$ cat src/rtl/divider_pkg.sv
// Shared state encodings and FSM state type for the restoring divider.
package divider_pkg;

  localparam logic [1:0] ST_IDLE = 2'd0;
  localparam logic [1:0] ST_BUSY = 2'd1;
  localparam logic [1:0] ST_DONE = 2'd2;

  typedef enum logic [1:0] {
    IDLE = ST_IDLE,
    BUSY = ST_BUSY,
    DONE = ST_DONE
  } state_e;

endpackage

$ cat src/rtl/div_step.sv
// One restoring-division step: shift in the next dividend bit, trial-subtract on W+1 bits.
module div_step #(
  parameter int W = 4
) (
  input  logic [W-1:0] rem_in,
  input  logic         bit_in,
  input  logic [W-1:0] divisor,
  output logic [W-1:0] rem_out,
  output logic         q_bit
);

  logic [W:0] shifted;
  logic [W:0] diff;

  // The partial remainder stays below the divisor, so the shifted value is below
  // twice the divisor and the MSB of the W+1-bit difference is its sign.
  always_comb begin
    shifted = {rem_in, bit_in};
    diff    = shifted - {1'b0, divisor};
    q_bit   = ~diff[W];
    rem_out = q_bit ? diff[W-1:0] : shifted[W-1:0];
  end

endmodule

$ cat src/rtl/restoring_divider.sv
// Multi-cycle unsigned restoring divider, one quotient bit per cycle, MSB first.
// Define DIV_ZERO_EN to add the div_zero flag and a single-cycle zero-divisor shortcut.
module restoring_divider
  import divider_pkg::*;
#(
  parameter int W = 4
) (
  input  logic         clk,
  input  logic         rst_n,
`ifdef DIV_ZERO_EN
  output logic         div_zero,
`endif
  input  logic         in_valid,
  output logic         in_ready,
  input  logic [W-1:0] dividend,
  input  logic [W-1:0] divisor,
  output logic         out_valid,
  input  logic         out_ready,
  output logic [W-1:0] quotient,
  output logic [W-1:0] remainder
);

  localparam int CW = $clog2(W);

  state_e        state_q, state_d;
  logic [CW-1:0] cnt_q, cnt_d;
  logic [W-1:0]  dvd_q, dvd_d;
  logic [W-1:0]  dvs_q, dvs_d;
  logic [W-1:0]  rem_q, rem_d;
  logic [W-1:0]  quo_q, quo_d;
  logic [W-1:0]  step_rem;
  logic          step_q;
`ifdef DIV_ZERO_EN
  logic          dz_q, dz_d;
`endif

  div_step #(.W(W)) u_step (
    .rem_in  (rem_q),
    .bit_in  (dvd_q[cnt_q]),
    .divisor (dvs_q),
    .rem_out (step_rem),
    .q_bit   (step_q)
  );

  always_comb begin
    state_d = state_q;
    cnt_d   = cnt_q;
    dvd_d   = dvd_q;
    dvs_d   = dvs_q;
    rem_d   = rem_q;
    quo_d   = quo_q;
`ifdef DIV_ZERO_EN
    dz_d    = dz_q;
`endif
    case (state_q)
      IDLE: begin
        if (in_valid) begin
          dvd_d   = dividend;
          dvs_d   = divisor;
          cnt_d   = CW'(W - 1);
          rem_d   = '0;
          state_d = BUSY;
`ifdef DIV_ZERO_EN
          dz_d = 1'b0;
          if (divisor == '0) begin
            quo_d   = '1;
            rem_d   = dividend;
            dz_d    = 1'b1;
            state_d = DONE;
          end
`endif
        end
      end
      BUSY: begin
        rem_d = step_rem;
        quo_d = {quo_q[W-2:0], step_q};
        cnt_d = cnt_q - CW'(1);
        if (cnt_q == '0) state_d = DONE;
      end
      DONE: begin
        if (out_ready) state_d = IDLE;
      end
      default: state_d = IDLE;
    endcase
  end

  always_ff @(posedge clk) begin
    if (!rst_n) begin
      state_q <= IDLE;
      cnt_q   <= '0;
      dvd_q   <= '0;
      dvs_q   <= '0;
      rem_q   <= '0;
      quo_q   <= '0;
`ifdef DIV_ZERO_EN
      dz_q    <= 1'b0;
`endif
    end else begin
      state_q <= state_d;
      cnt_q   <= cnt_d;
      dvd_q   <= dvd_d;
      dvs_q   <= dvs_d;
      rem_q   <= rem_d;
      quo_q   <= quo_d;
`ifdef DIV_ZERO_EN
      dz_q    <= dz_d;
`endif
    end
  end

  assign in_ready  = (state_q == IDLE);
  assign out_valid = (state_q == DONE);
  assign quotient  = quo_q;
  assign remainder = rem_q;
`ifdef DIV_ZERO_EN
  assign div_zero  = dz_q;
`endif

endmodule

$ cat config.mk
export PLATFORM = sky130hd
export DESIGN_NAME = restoring_divider
export DESIGN_NICKNAME = d
export VERILOG_FILES = /design/src/rtl/divider_pkg.sv /design/src/rtl/div_step.sv /design/src/rtl/restoring_divider.sv
export SDC_FILE = /design/constraint.sdc
export NUM_CORES = 1
export LEC_CHECK = 0
export CAP_MARGIN = 20
export CELL_PAD_IN_SITES_DETAIL_PLACEMENT = 2
export CELL_PAD_IN_SITES_GLOBAL_PLACEMENT = 2
export CORE_ASPECT_RATIO = 0.6
export CORE_MARGIN = 2
export CORE_UTILIZATION = 26
export CTS_CLUSTER_SIZE = 30
export DETAILED_ROUTE_END_ITERATION = 8
export PLACE_DENSITY_LB_ADDON = 0.1
export SYNTH_ARGS = -nofsm -noshare
export SYNTH_HDL_FRONTEND = slang
export SYNTH_HIERARCHICAL = 1
export SYNTH_SLANG_ARGS = --single-unit
export TNS_END_PERCENT = 30
$ cat constraint.sdc
create_clock -name clk -period 2.3 [get_ports clk]
set_clock_uncertainty 0.15 [all_clocks]
set_input_delay 0.575 -clock clk [delete_from_list [all_inputs] [get_ports clk]]
set_output_delay 0.575 -clock clk [all_outputs]
set_load 0.01 [all_outputs]
## Word level (Yosys, flattened, before mapping)

Index checks and enable logic that the tools add are counted.

- Register bits after elaboration: 20
- Bits of input ports: 12
- Logic and storage cells: 32

- $add $sub $neg: 2
- Magnitude comparators: 1
- Eq/ne operators: 5
- Muxes and demuxes: 11
- Bitwise operators: 1
- Reductions and logical operators: 6

Operators by type and width:

| operator | count |
|---|---|
| $mux W2 | 4 |
| $mux W4 | 2 |
| $pmux W4 S2 | 1 |
| $pmux W2 S3 | 1 |
| $sub A5 B4 Y5 | 1 |
| $logic_not A2 Y1 | 2 |
| $ne A2 B2 Y1 const B | 2 |
| $pmux W2 S2 | 1 |
| $reduce_and A2 Y1 | 2 |
| $lt A2 B3 Y1 const B | 1 |
| $reduce_and A3 Y1 | 1 |
| $bmux W1 S2 | 1 |
| $eq A2 B1 Y1 const B | 1 |
| $eq A2 B2 Y1 const B | 1 |
| $ne A2 B1 Y1 const B | 1 |
| $reduce_bool A2 Y1 | 1 |
| $sub A2 B1 Y2 const B | 1 |
| $mux W1 | 1 |
| $not A1 Y1 | 1 |

## Depth between registers and ports, before layout

- Word-level depth: 5
- Mapped depth: 10

## Hierarchy

Netlist, hierarchy kept.

By module, submodules not included:

| module | times used | cells each | area an instance (µm²) | sequential area each (µm²) |
|---|---|---|---|---|
| restoring_divider | 1 | 94 | 833.3 | 400.4 |
| div_step | 1 | 24 | 201.4 | 0.0 |

## Worst setup path before layout

Ideal clock, no wire load.

- Kind: reg-to-reg
- Start: register cnt_q[0]
- End: register rem_q[2] (netlist: remainder[2])
- Setup time: 0.129 ns
- Arrival time: 2.308 ns
- Data required time: 2.021 ns
- Slack: -0.287 ns
- Stages on the path, launching flop included: 11
- Path buffers: 0
- Period minus slack after synthesis: 2.587 ns
- Cells stage by stage: dfxtp_1 -> mux4_2 -> inv_1 -> ha_1 -> fa_1 -> nand2b_1 -> a21oi_2 -> xor2_2 -> mux2_2 -> nand3_1 -> o21ai_0

- Cells in the longest elaborated chain, start to end: 5

Ends and longest elaborated chain:

| item | RTL line | RTL |
|---|---|---|
| start, declared | restoring_divider.sv:26 | `logic [CW-1:0] cnt_q, cnt_d;` |
| start signal, assigned | restoring_divider.sv:100 | `cnt_q <= cnt_d;` |
| $bmux W1 S2 | restoring_divider.sv:39 | `.bit_in (dvd_q[cnt_q]),` |
| $mux W1 (implied by the code) | restoring_divider.sv:39 |  |
| $sub A5 B4 Y5 | div_step.sv:19 | `diff = shifted - {1'b0, divisor};` |
| $mux W4 | div_step.sv:21 | `rem_out = q_bit ? diff[W-1:0] : shifted[W-1:0];` |
| named net step_rem[2] | restoring_divider.sv:31 | `logic [W-1:0] step_rem;` |
| $pmux W4 S2 | restoring_divider.sv:55 | `case (state_q)` |
| end signal, assigned | restoring_divider.sv:103 | `rem_q <= rem_d;` |
| end, declared | restoring_divider.sv:29 | `logic [W-1:0] rem_q, rem_d;` |

The timed path passes the listed nets, and every way through them passes these cells. The select of a mux whose other input is x is not followed.
A chain may end at the register's enable or synchronous reset.

## Final worst setup path

- Start: register cnt_q[0]
- End: register rem_q[3] (netlist: remainder[3])

Same word-level chain as after synthesis.

==> flow_metrics.env <==
export IMPL_setup_tns_ns=-1.05
export IMPL_violations="setup timing"
export IMPL_post_route_util_pct=39.2
export IMPL_avgSynthCellArea_um2=8.77
export IMPL_ios=22
export IMPL_finalCriticalPeriod_ns=2.56
export IMPL_max_slew_margin_pct=66.2
export IMPL_grt_pass1_vias=896
export IMPL_worstPathArrival_ns=2.55
export IMPL_overflow=0
export IMPL_grt_max_degree=33
export IMPL_whs_ns=0.309
export IMPL_period_share_pct=112
export IMPL_synth_area_leaders="dfxtp_1, nand2_1, o21ai_0"
export IMPL_first_iter_violations=23
export IMPL_hpwl_um=2100
export IMPL_port_buffers=21
export IMPL_layout_common_cells="nand2_1, clkdlybuf4s50_1, dfxtp_1"
export IMPL_drv_slew=0
export IMPL_total_power_uw=985
export IMPL_synthesis_nets=136
export IMPL_clkLatencyLatePin_ns=0.26
export IMPL_cts_root_buf="clkbuf_8"
export IMPL_core_area_mm2=0.00374
export IMPL_crit_slowest_cell="fa_2"
export IMPL_die_x_um=85.4
export IMPL_highest_layer="met4"
export IMPL_required_ns=2.29
export IMPL_grt_antenna_before_repair=0
export IMPL_placed_cell_area_mm2=0.00140
export IMPL_rows=17
export IMPL_power_density_mw_per_mm2=672
export IMPL_rsz0062_at_grt="yes"
export IMPL_tritoncts="done"
export IMPL_drc=0
export IMPL_dieArea_mm2=0.00452
export IMPL_cts_path_max_buffers=2
export IMPL_worstPathMaxFanout=5
export IMPL_outcome="finished with violations"
export IMPL_antennaDiodeCount=0
export IMPL_netlist_instances=118
export IMPL_synth_cell_type_count=29
export IMPL_cts_buffers=3
export IMPL_layout_nets=167
export IMPL_dr_wl_met2_um=1160
export IMPL_fin_cells=195
export IMPL_final_layout_size_suffix_gt1_share_pct=20.9
export IMPL_crit_chain="mux4_2 -> inv_2 -> ha_4 -> fa_2 -> nand2b_4 -> a21oi_4 -> xor2_4 -> mux2_4 -> nand3_2 -> o21ai_1"
export IMPL_area_growth_pct=41.7
export IMPL_slowest_delay_ns=0.35
export IMPL_startpoint_type="register"
export IMPL_setup_viol_count_final=5
export IMPL_hold_class="reg -> reg"
export IMPL_cts_sinks=20
export IMPL_critPathKind="reg -> reg"
export IMPL_start_util_pct=27.6
export IMPL_crit_buf_inv=1
export IMPL_vias=891
export IMPL_wl_met3_um=128
export IMPL_final_common_cell="nand2_1"
export IMPL_setup_ws_ns=-0.265
export IMPL_ys_seq_area_share_pct=38.7
export IMPL_cap_violations=0
export IMPL_p_leak_nw=0.565
export IMPL_totalWireLength_um=2640
export IMPL_stdcell_area_mm2=0.00147
export IMPL_vias_per_cell=4.57
export IMPL_postRouteAntennaNets=0
export IMPL_synthDominantCellAreaShare_pct=38.7
export IMPL_drt_met1_wl_um=1350
export IMPL_place_inst=190
export IMPL_grt_usage_pct=13.2
export IMPL_worstMarginPinSlew_ns=0.505
export IMPL_h_tree_depth=1
export IMPL_r2r_setup_slack_ns=-0.26
export IMPL_routedWlPerCell_um=13.6
export IMPL_peakVddDrop_mv=0.282
export IMPL_synth_warning_count=6
export IMPL_crit_family="multiplexers"
export IMPL_die_y_um=52.9
export IMPL_worst_setup_path_end_kind="register"
export IMPL_drt_pass1_iter_count=4
export IMPL_synth_area_mm2=0.00103
export IMPL_clk_pin_slew_ns=0.08
export IMPL_pre_cts_ws_ns=-0.284
export IMPL_grt_pass1_wl_um=4430
export IMPL_gp_congestion=0.760
export IMPL_hold_viol_final=0
export IMPL_synth_seq_cells=20
export IMPL_yosys_area_top_type="dfxtp_1"
export IMPL_max_freq_mhz=390
## layer usage
layer | track usage, % | vias up
li1 | - | 451
met1 | 17.2 | 417
met2 | 20.8 | 20
met3 | 4.21 | 3
met4 | 4.76 | 0
met5 | 0 | -
## Yosys cell counts, drive strengths merged
| cell | count |
|---|---|
| o21ai | 13 |
| ha | 5 |
| or2b | 1 |
| inv | 9 |
| buf | 3 |
| dfxtp | 20 |
| mux2 | 2 |
| nand2b | 1 |
| nor3b | 2 |
| nand2 | 23 |
| mux4 | 1 |
| a21boi | 4 |
| o211a | 2 |
| a22oi | 1 |
| xnor2 | 1 |
| xor2 | 2 |
| nand3 | 12 |
| clkbuf | 2 |
| nor2b | 3 |
| a21oi | 2 |
| mux2i | 3 |
| fa | 1 |
| nor2 | 5 |
## cells by family (layout without fill, tap and decap cells)
logic type / count (synthesis) / count (layout) / synth area share (%)
fa+ha+maj: 6 / 6 / 7.98
flops: 20 / 20 / 38.7
xor+xnor: 3 / 3 / 3.27
compound gates: 22 / 22 / 14.3
buf+inv: 14 / 44 / 6.65
simple gates: 47 / 47 / 21.9
mux: 6 / 6 / 7.25
## sequential cells by signal, indices dropped and copies added (netlist names)
name,cells
dvd_q,4
state_q,2
quotient,4
remainder,4
dvs_q,4
cnt_q,2
## layout make-up
| type | count | area [um2] |
|---|---|---|
| Fill cell | 417 | 2280 |
| Multi-Input combinational cell | 84 | 624 |
| Sequential cell | 20 | 402 |
| Timing Repair Buffer | 31 | 293 |
| Tap cell | 47 | 58.8 |
| Clock buffer | 4 | 55.1 |
| Inverter | 9 | 33.8 |
## path summary, 6_finish.rpt
check	cells after the start	startpoint	to
setup / recovery	10	cnt_q[0]$_SDFFE_PN0P_	remainder[3]$_SDFFE_PN0P_
setup reg to reg	10	cnt_q[0]$_SDFFE_PN0P_	remainder[3]$_SDFFE_PN0P_
hold / removal	2	quotient[3]$_SDFFE_PN0N_	quotient[3]$_SDFFE_PN0N_
hold reg to reg	2	quotient[3]$_SDFFE_PN0N_	quotient[3]$_SDFFE_PN0N_
## worst reg2reg max path, cell delays in order, from the launching register on
cell      delay [ns]
dfxtp_2         0.33
mux4_2          0.33
inv_2           0.05
ha_4            0.15
fa_2            0.35
nand2b_4        0.16
a21oi_4         0.19
xor2_4          0.27
mux2_4          0.33
nand3_2         0.06
o21ai_1         0.07
## power breakdown
group          switching (mW)  internal, mW
combinational           0.137         0.177
sequential             0.0250         0.372
clock                   0.121         0.153
total                   0.283         0.702
## timing repair
item,4_1_cts,5_1_grt
hold buffers,0,0
pin swaps,2,0
setup endpoints to repair,5,5
buffers inserted,1,0
resized for setup,2,1
(Power assumes the default switching activity.)
